$ cat src/rtl/raster_scan_gen.sv
// Raster timing generator and pixel sequencer.
// Drives the sprite query, registers the pixel/sync stream, double-buffers sprite position.
module raster_scan_gen #(
  parameter int H_ACTIVE = 640,
  parameter int H_FP     = 16,
  parameter int H_SYNC   = 96,
  parameter int H_BP     = 48,
  parameter int V_ACTIVE = 480,
  parameter int V_FP     = 10,
  parameter int V_SYNC   = 2,
  parameter int V_BP     = 33,
  parameter bit SYNC_POL = 1'b0,
  parameter int CX_INIT  = 320,
  parameter int CY_INIT  = 240
) (
  input  logic        clk,
  input  logic        rst,
  input  logic        en,
  input  logic        pos_wr,
  input  logic [10:0] cx_wr,
  input  logic [10:0] cy_wr,
  input  logic        hit,
  output logic [10:0] px,
  output logic [10:0] py,
  output logic [10:0] cx,
  output logic [10:0] cy,
  output logic        pos_pending,
  output logic        hsync,
  output logic        vsync,
  output logic        de,
  output logic        pix,
  output logic        frame_start
);

  localparam int H_TOTAL = H_ACTIVE + H_FP + H_SYNC + H_BP;
  localparam int V_TOTAL = V_ACTIVE + V_FP + V_SYNC + V_BP;

  localparam logic [10:0] H_LAST = 11'(H_TOTAL - 1);
  localparam logic [10:0] V_LAST = 11'(V_TOTAL - 1);
  localparam logic [10:0] H_ACT  = 11'(H_ACTIVE);
  localparam logic [10:0] V_ACT  = 11'(V_ACTIVE);
  localparam logic [10:0] HS_BEG = 11'(H_ACTIVE + H_FP);
  localparam logic [10:0] HS_END = 11'(H_ACTIVE + H_FP + H_SYNC - 1);
  localparam logic [10:0] VS_BEG = 11'(V_ACTIVE + V_FP);
  localparam logic [10:0] VS_END = 11'(V_ACTIVE + V_FP + V_SYNC - 1);
  localparam logic [10:0] CX_RST = 11'(CX_INIT);
  localparam logic [10:0] CY_RST = 11'(CY_INIT);

  typedef enum logic {
    IDLE    = 1'b0,
    PENDING = 1'b1
  } pos_state_t;

  pos_state_t  state;
  pos_state_t  state_nx;
  logic [10:0] shadow_x;
  logic [10:0] shadow_y;
  logic        act;
  logic        hs_c;
  logic        vs_c;
  logic        h_wrap;
  logic        commit;

  assign h_wrap = (px == H_LAST);
  assign commit = en && h_wrap && (py == V_LAST);
  assign act    = (px < H_ACT) && (py < V_ACT);
  assign hs_c   = (px >= HS_BEG) && (px <= HS_END);
  assign vs_c   = (py >= VS_BEG) && (py <= VS_END);

  assign pos_pending = (state == PENDING);

  // Pixel and line counters, advancing on the pixel-clock enable.
  always_ff @(posedge clk or negedge rst) begin
    if (!rst) begin
      px <= '0;
      py <= '0;
    end else if (en) begin
      if (h_wrap) begin
        px <= '0;
        py <= (py == V_LAST) ? 11'd0 : py + 11'd1;
      end else begin
        px <= px + 11'd1;
      end
    end
  end

  // One-stage output pipeline aligned to the counter values it was built from.
  always_ff @(posedge clk or negedge rst) begin
    if (!rst) begin
      de          <= 1'b0;
      pix         <= 1'b0;
      hsync       <= ~SYNC_POL;
      vsync       <= ~SYNC_POL;
      frame_start <= 1'b0;
    end else if (en) begin
      de          <= act;
      pix         <= act & hit;
      hsync       <= hs_c ? SYNC_POL : ~SYNC_POL;
      vsync       <= vs_c ? SYNC_POL : ~SYNC_POL;
      frame_start <= (px == '0) && (py == '0);
    end
  end

  // Shadow position captures host writes at any time, independent of en.
  always_ff @(posedge clk or negedge rst) begin
    if (!rst) begin
      shadow_x <= CX_RST;
      shadow_y <= CY_RST;
    end else if (pos_wr) begin
      shadow_x <= cx_wr;
      shadow_y <= cy_wr;
    end
  end

  // Committed position only moves at end of frame, so no tearing.
  always_ff @(posedge clk or negedge rst) begin
    if (!rst) begin
      cx <= CX_RST;
      cy <= CY_RST;
    end else if (commit && (state == PENDING)) begin
      cx <= shadow_x;
      cy <= shadow_y;
    end
  end

  // Position buffer state register.
  always_ff @(posedge clk or negedge rst) begin
    if (!rst) begin
      state <= IDLE;
    end else begin
      state <= state_nx;
    end
  end

  // A write arriving on the commit cycle keeps the buffer pending.
  always_comb begin
    state_nx = state;
    unique case (state)
      IDLE: begin
        if (pos_wr) state_nx = PENDING;
      end
      PENDING: begin
        if (commit && !pos_wr) state_nx = IDLE;
      end
      default: state_nx = IDLE;
    endcase
  end

endmodule

$ cat config.mk
export PLATFORM = sky130hd
export DESIGN_NAME = raster_scan_gen
export DESIGN_NICKNAME = d
export VERILOG_FILES = /design/src/rtl/raster_scan_gen.sv
export SDC_FILE = /design/constraint.sdc
export NUM_CORES = 1
export LEC_CHECK = 0
export ABC_CLOCK_PERIOD_IN_PS = 5600
export CAP_MARGIN = 15
export CORE_MARGIN = 4
export CORE_UTILIZATION = 55
export DETAILED_ROUTE_END_ITERATION = 7
export DONT_BUFFER_PORTS = 1
export GPL_TIMING_DRIVEN = 0
export PLACE_DENSITY = 0.7
export SYNTH_ARGS = -nofsm -noshare
export SYNTH_HDL_FRONTEND = slang
export SYNTH_SLANG_ARGS = --single-unit
$ cat constraint.sdc
create_clock -name clk -period 5.6 [get_ports clk]
set_input_delay 0.84 -clock clk [delete_from_list [all_inputs] [get_ports clk]]
set_output_delay 0.84 -clock clk [all_outputs]
set_load 0.005 [all_outputs]
After elaboration in Yosys (flattened, before gate mapping). Cells that the tools add are included.

Flip-flop bits (word level): 72. Input bits: 27. Output and inout bits: 50. Logic and storage cells: 43.

Add/subtract/negate cells: 2. $lt $le $gt $ge: 6. Equality and inequality tests: 2. Mux-type cells: 7. Bitwise logic cells: 2. Reduce and logical (&&, ||, !) cells: 12.

Operators by type and width (number): 11-bit by 1-bit adder with 11-bit output, second input constant (2); 11-bit by 10-bit equality test with 1-bit output, second input constant (2); 11-bit zero test (2); 11-bit two-way mux (2); 11-bit by 10-bit greater-or-equal comparator with 1-bit output, second input constant (1); 11-bit by 9-bit greater-or-equal comparator with 1-bit output, second input constant (1); 11-bit by 10-bit less-or-equal comparator with 1-bit output, second input constant (1); 11-bit by 9-bit less-or-equal comparator with 1-bit output, second input constant (1); 11-bit by 10-bit < comparator with 1-bit output, second input constant (1); 11-bit by 9-bit < comparator with 1-bit output, second input constant (1); 1-bit logical AND (8); 1-bit two-way mux (4); 1-bit case mux with 2 select lines (1); 2-bit AND reduction (1); 1-bit AND (1); 1-bit zero test (1); 1-bit NOT (1).

Longest topological paths before layout. Gate-level depths: netlist of run 1.

Word-level depth: 6. Gate-level depth with buffers: 8.

Worst setup path before layout of run 1. No wires, ideal clock.

Path kind: input port to flip-flop. Start: input en. End: register cx[0]. Library setup time: 0.125 ns. Arrival time: 1.870 ns. Path slack: 3.604 ns. Stages on the path: 5. Cell sequence: nand4_4 > and4b_1 > nand3_2 > buf_6 > mux2_4.

Word-level cells in the longest chain between the ends: 3.

RTL lines: start, declared (RTL line 18) `input logic en,`; 1-bit logical AND (2 in series) (RTL line 65) `assign commit = en && h_wrap && (py == V_LAST);`; 1-bit logical AND (RTL line 120) `end else if (commit && (state == PENDING)) begin`; end signal, assigned (RTL line 121) `cx <= shadow_x;`; end, declared (RTL line 25) `output logic [10:0] cx,`.

Every way passes these cells. A chain may end at the register's enable or synchronous reset.

Worst setup path in the final report of run 1.
Start: register px[1]. End: register cx[9].

Word-level cells in the longest chain between the ends: 4.

RTL lines: start, declared (RTL line 23) `output logic [10:0] px,`; start signal, assigned (RTL line 82) `px <= px + 11'd1;`; 11-bit by 10-bit equality test with 1-bit output (RTL line 64) `assign h_wrap = (px == H_LAST);`; 1-bit logical AND (2 in series) (RTL line 65); 1-bit logical AND (RTL line 120).

Every way passes these cells.

==> results of run 1 <==
[state kept, by name, summed over array words and instances, names as in the netlist]
signal / cells
pix: 1
de: 1
pos_pending: 1
shadow_y: 11
frame_start: 1
px: 11
hsync: 1
vsync: 1
py: 11
cx: 11
cy: 11
shadow_x: 11
[final timing paths]
check / to / slack (ps) / depth (start not counted)
max in group asynchronous: shadow_x[8] / 5220 / 0
worst min register to register: vsync / 500 / 2
worst min-delay path: px[2] / 190 / 0
min in group clk: vsync / 500 / 2
worst max-delay path: cx[9] / 3490 / 6
worst max register to register: cx[9] / 3490 / 6
[cell type report]
cell class | instances | area share, %
sequential | 72 | 51.4
multi-input combinational | 147 | 36.5
clock buffer | 11 | 3.71
clock inverter | 5 | 2.97
tap | 72 | 2.54
buffer | 12 | 1.91
inverter | 10 | 1.06
[cells in the final DEF, fill, tap and decap left out, drive strengths merged, types with 4 or more instances in the layout]
master  instances
nor3            4
a21oi           4
mux2i           5
dfrtp          58
clkbuf         16
ha              4
mux2           45
xnor2           9
buf             7
inv            10
o21a            4
nand2           8
nand3          10
and3            5
nand4           6
nor2           10
dfstp          14
[power by group]
group	switching, mW	internal [mW]
Sequential	0.0399	0.562
Clock	0.189	0.296
Combinational	0.0654	0.0595
[metal layers]
metal  wire [µm]  GRT usage, %
met2        2660          26.3
met4         107          7.63
met3         504          7.46
met1        2620          22.5
met5           0             0
[kinds of logic after synthesis]
kind of cell,after synthesis,synth area share (%)
DFF,72,56.6
and+or+nand+nor,57,10.5
muxes,50,19.6
AOI/OAI and AO/OA,24,5.18
buffers and inverters,22,3.27
xor gates and xnor gates,12,3.27
adders and majority gates,4,1.56
[critical path, stage by stage (launching register included)]
cell,delay [ps]
dfrtp_1,480
ha_1,320
nand4_4,160
and4b_1,370
nand3_2,160
buf_6,200
mux2_4,300
==> flow_summary.ini, run 1 <==
[synth]
synth_cell_types = 43
post-synth-top-count-cell = dfrtp_1
synth_nets = 272
synth_common_cells = 58 x dfrtp_1, 25 x mux2_2, 20 x mux2_4
ys_warn_count = 0
netlist_instances = 241
synth_area_um2 = 3220
synthArstFlopShare_pct = 100
yosysSeqAreaShare_pct = 56.6
synth_edf_count = 0
ys_seq_elements = 72
synth.area.top_cells = dfrtp_1 45%, dfstp_2 11%, mux2_4 9.3%
synth-main-ff-cell = dfrtp_1
synth_top_area_share_pct = 45.1
syn_avg_cell_area_um2 = 13.3
synth_top_cell_by_area = dfrtp_1

[sta]
fin_setup_tns_ps = 0
hold_viol = 0
setup_ws_ps = 3490
rsz0062_at_grt = false
hold_ws_ps = 192
setup_viol = 0
min_period_ps = 2110
finalMaxSlewViolations = 0
max_slew.worst_pin.slew_ps = 530
timing.final.crit_share_pct = 37.7
relSlewSlack_pct = 64.7
clock_skew_ps = 6.97
fmax_mhz = 473

[global_route]
grt_pass1_wl_mm = 10.0
grt-ovfl-total = 0
grtUsageTotal_pct = 17.6
grt_max_degree = 73
antenna_found_initial = 0
grt_pass1_vias = 1934

[final_layout]
layout-drive-gt1-share_pct = 33.5
area_delta_synth_final_pct = 10.2
final_cell_area_um2 = 3540
fin_nets = 283
fillers = 431
instances_no_fill = 329
seqCellArea_um2 = 1820
antennaDiodeCount = 0
multi_input_area_um2 = 1290
final_util_pct = 63.5

[clocking]
path_clk_slew_ps = 70
root_buffer = clkbuf_8
cts_max_level = 3
postCtsResizedCells = 0
cts_tree = yes
post_cts_buffers = 0
ctsHoldBuffers = 0
clockBufferDepth = 2
cts_sinks = 72
cts_made_buffers = 9
clkLatencyLatePin_ps = 340

[placement]
dpl_cell_area_um2 = 3310
hpwlAfterDp_mm = 4.12
place_congestion = 0.836
port_buffers = 0
placed_cells = 313
dp_slack_ps = 3440

[run]
drv_cap = 0

[power_and_ir_drop]
power_mw = 1.21
pwr_density_cell_nw_per_um2 = 342
leakage_nw = 1.64
ir_drop_uv = 185

[route]
first_iter_violations = 73
vias_per_cell = 5.66
wirelength_mm = 5.89
dr.pass1.iters = 4
antenna_left = 0
post-route-drc-count = 0
vias = 1863
wl_per_cell_um = 17.9

[critical_path]
crit_path_start_kind = flop
crit_fanout = 10
required_ps = 5820
end_kind = flop
criticalPathCategory = flop to flop
setup.worst_path.start = px[1]
cp.arrival_ps = 2330
r2r_start = px[1]

[worst_hold_path]
holdCritPathClass = primary input to async pin

[outcome]
status = finished, final reports clean

[floorplan]
die_x_um = 84.5
die_area_um2 = 7130
num_rows = 27
coreArea_um2 = 5570
io-pin-count = 77
start_util_pct = 57.7
die-height_um = 84.5
No activity file was read; power rests on OpenSTA's default activity.
==> run 2, diff against run 1 <==
- ABC_CLOCK_PERIOD_IN_PS: 5600 -> 1900
- PLACE_DENSITY: 0.7 -> 0.73
- clock period: 5.6 -> 1.9 ns (I/O delays scaled with it)
==> run 2 against run 1 <==
  * The flow now finishes with violations (hold timing)
  * Maximum frequency up 13%
  * First-iteration DRC count is 53% higher
  * Sequential share of layout area shrank 1.9 points
  * Wire length grew 4.4%
  * Critical path depth is the same
  * Utilization rose by 2.7 points
  * Highest routed layer unchanged
==> flow_summary.ini, run 2 (synthesized netlist as in run 1, its figures left out) <==
[critical_path]
cp.arrival_ps = 2080
crit_fanout = 10
critPathBufInv = 1
cp_slowest_cell = dfrtp_2
slowest_delay_ps = 460
worstSetupEndpoint = cy[9]
setup.worst_path.start = px[1]
crit_chain = ha_4 > nand4_4 > and4b_2 > nand3_4 > buf_12 > mux2_4
crit_path_start_kind = flop
criticalPathCategory = flop to flop
r2r_start = px[1]
cp.depth = 6
end_kind = flop
reg2reg_slack_ps = 30
required_ps = 2120
ff2ff_path_depth = 6
r2r_end = cy[9]
cp_top_family = simple AND/OR/NAND/NOR gates

[global_route]
grt_pass1_vias = 1962
grt_max_degree = 73
antenna_found_initial = 0
grt_pass1_wl_mm = 10.1
grtUsageTotal_pct = 17.9
grt-ovfl-total = 0

[power_and_ir_drop]
ir_drop_uv = 658
leakage_nw = 1.69
netSwitchingPower_mw = 0.904
comb_power_share_pct = 11.7
p_sw_share_pct = 25.6
p_int_mw = 2.62
pwr-share-clk_pct = 37.5
power_mw = 3.52
seqPwrFrac_pct = 50.7
pwr_density_cell_nw_per_um2 = 954

[sta]
timing.final.crit_share_pct = 98.3
clock_skew_ps = 10.8
fmax_mhz = 535
hold_viol = 72
relSlewSlack_pct = 61.3
hold_ws_ps = -366
finalMaxSlewViolations = 0
rsz0062_at_grt = true
setup_viol = 0
min_period_ps = 1870
max_slew.worst_pin.slew_ps = 580

[final_layout]
final_common_cell = dfrtp_1
final_cell_mix = 52 x dfrtp_1, 25 x mux2_2, 20 x mux2_4, 14 x dfstp_2, 10 x nor2_1
fillers = 417
antennaDiodeCount = 0
layout-drive-gt1-share_pct = 40.2
area_delta_synth_final_pct = 14.8
fin_nets = 292
final_cell_area_um2 = 3690
instances_no_fill = 338

[clocking]
cts_max_level = 3
clkLatencyLatePin_ps = 340
clockBufferDepth = 2
cts_tree = yes
cts_sinks = 72
root_buffer = clkbuf_8
path_clk_slew_ps = 80
cts_made_buffers = 9

[placement]
port_buffers = 0
dpl_cell_area_um2 = 3310
placed_cells = 313
hpwlAfterDp_mm = 4.28
place_congestion = 0.850

[outcome]
violations = hold timing
status = finished with violations

[route]
first_iter_violations = 112
wl_per_cell_um = 18.2
wirelength_mm = 6.15
dr.pass1.iters = 4
vias = 1923
post-route-drc-count = 0
vias_per_cell = 5.69
antenna_left = 0

[floorplan]
coreArea_um2 = 5570
start_util_pct = 57.7
die_x_um = 84.5
io-pin-count = 77
die_area_um2 = 7130
die-height_um = 84.5
num_rows = 27

[worst_hold_path]
holdCritPathClass = primary input to async pin

[run]
drv_cap = 0
## run 2: changes by cell type in the layout (fill, tap and decap cells not counted), moves of 2 or more
cell | before | now
dfrtp_1 | 58 | 52
dfrtp_2 | 0 | 6
buf_4 | 0 | 8
inv_1 | 10 | 8
buf_12 | 0 | 2
inv_2 | 0 | 2
## run 2: worst min-delay path by stage
stage	start	to	slack (ps)	depth (start not counted)
2_1_floorplan	rst	cx[0]	-10	0
3_3_place_gp	rst	de	-9	0
5_1_grt	rst	cy[3]	-390	0
6_report	rst	px[1]	-370	0
3_5_place_dp	rst	py[10]	-9	0
4_1_cts	rst	cy[3]	-380	0
## run 2: area by class of cell
cell class                 count  area [µm²]  share of cell area, %
clock buffer                  10         128                   3.46
inverter                      10        37.5                   1.02
clock inverter                 6        92.6                   2.51
sequential                    72        1830                   49.5
tap                           72        90.1                   2.44
timing repair buffer           9        85.1                   2.30
buffer                        12        97.6                   2.64
multi-input combinational    147        1340                   36.2
## run 2: timing repair
item                                    CTS  global route
gates resized for setup                   9            17
gates cloned                              0             1
endpoints found under the setup margin   27            23
hold endpoints to repair                 72            72
setup buffers                             0             8
pin swaps                                 1             0
## run 2: layer usage
layer	up-vias	track usage (%)	wire (µm)
met4	0	7.05	97
met2	57	27.9	2900
met1	963	22.9	2690
met3	11	6.67	465
met5	-	0	0
li1	892	-	-
## run 2: power groups by stage
stage	clock network, mW	logic [mW]	registers, mW
after floorplan	0	0.314	1.77
after global placement	0	0.355	1.80
after detailed placement	0	0.366	1.81
after CTS	1.36	0.388	1.79
after global routing	1.43	0.465	1.81
final	1.32	0.413	1.79
## run 2: per-stage QoR
step | worst slack (ps) | setup TNS, ps | util (%)
3_5_place_dp | -182 | -3380 | 59.3
4_1_cts | 1.23 | 0 | 63.8
2_1_floorplan | 40.0 | 0 | -
3_3_place_gp | -214 | -4260 | 59.3
5_1_grt | -37.7 | -242 | 66.2
6_report | 31.9 | 0 | 66.2
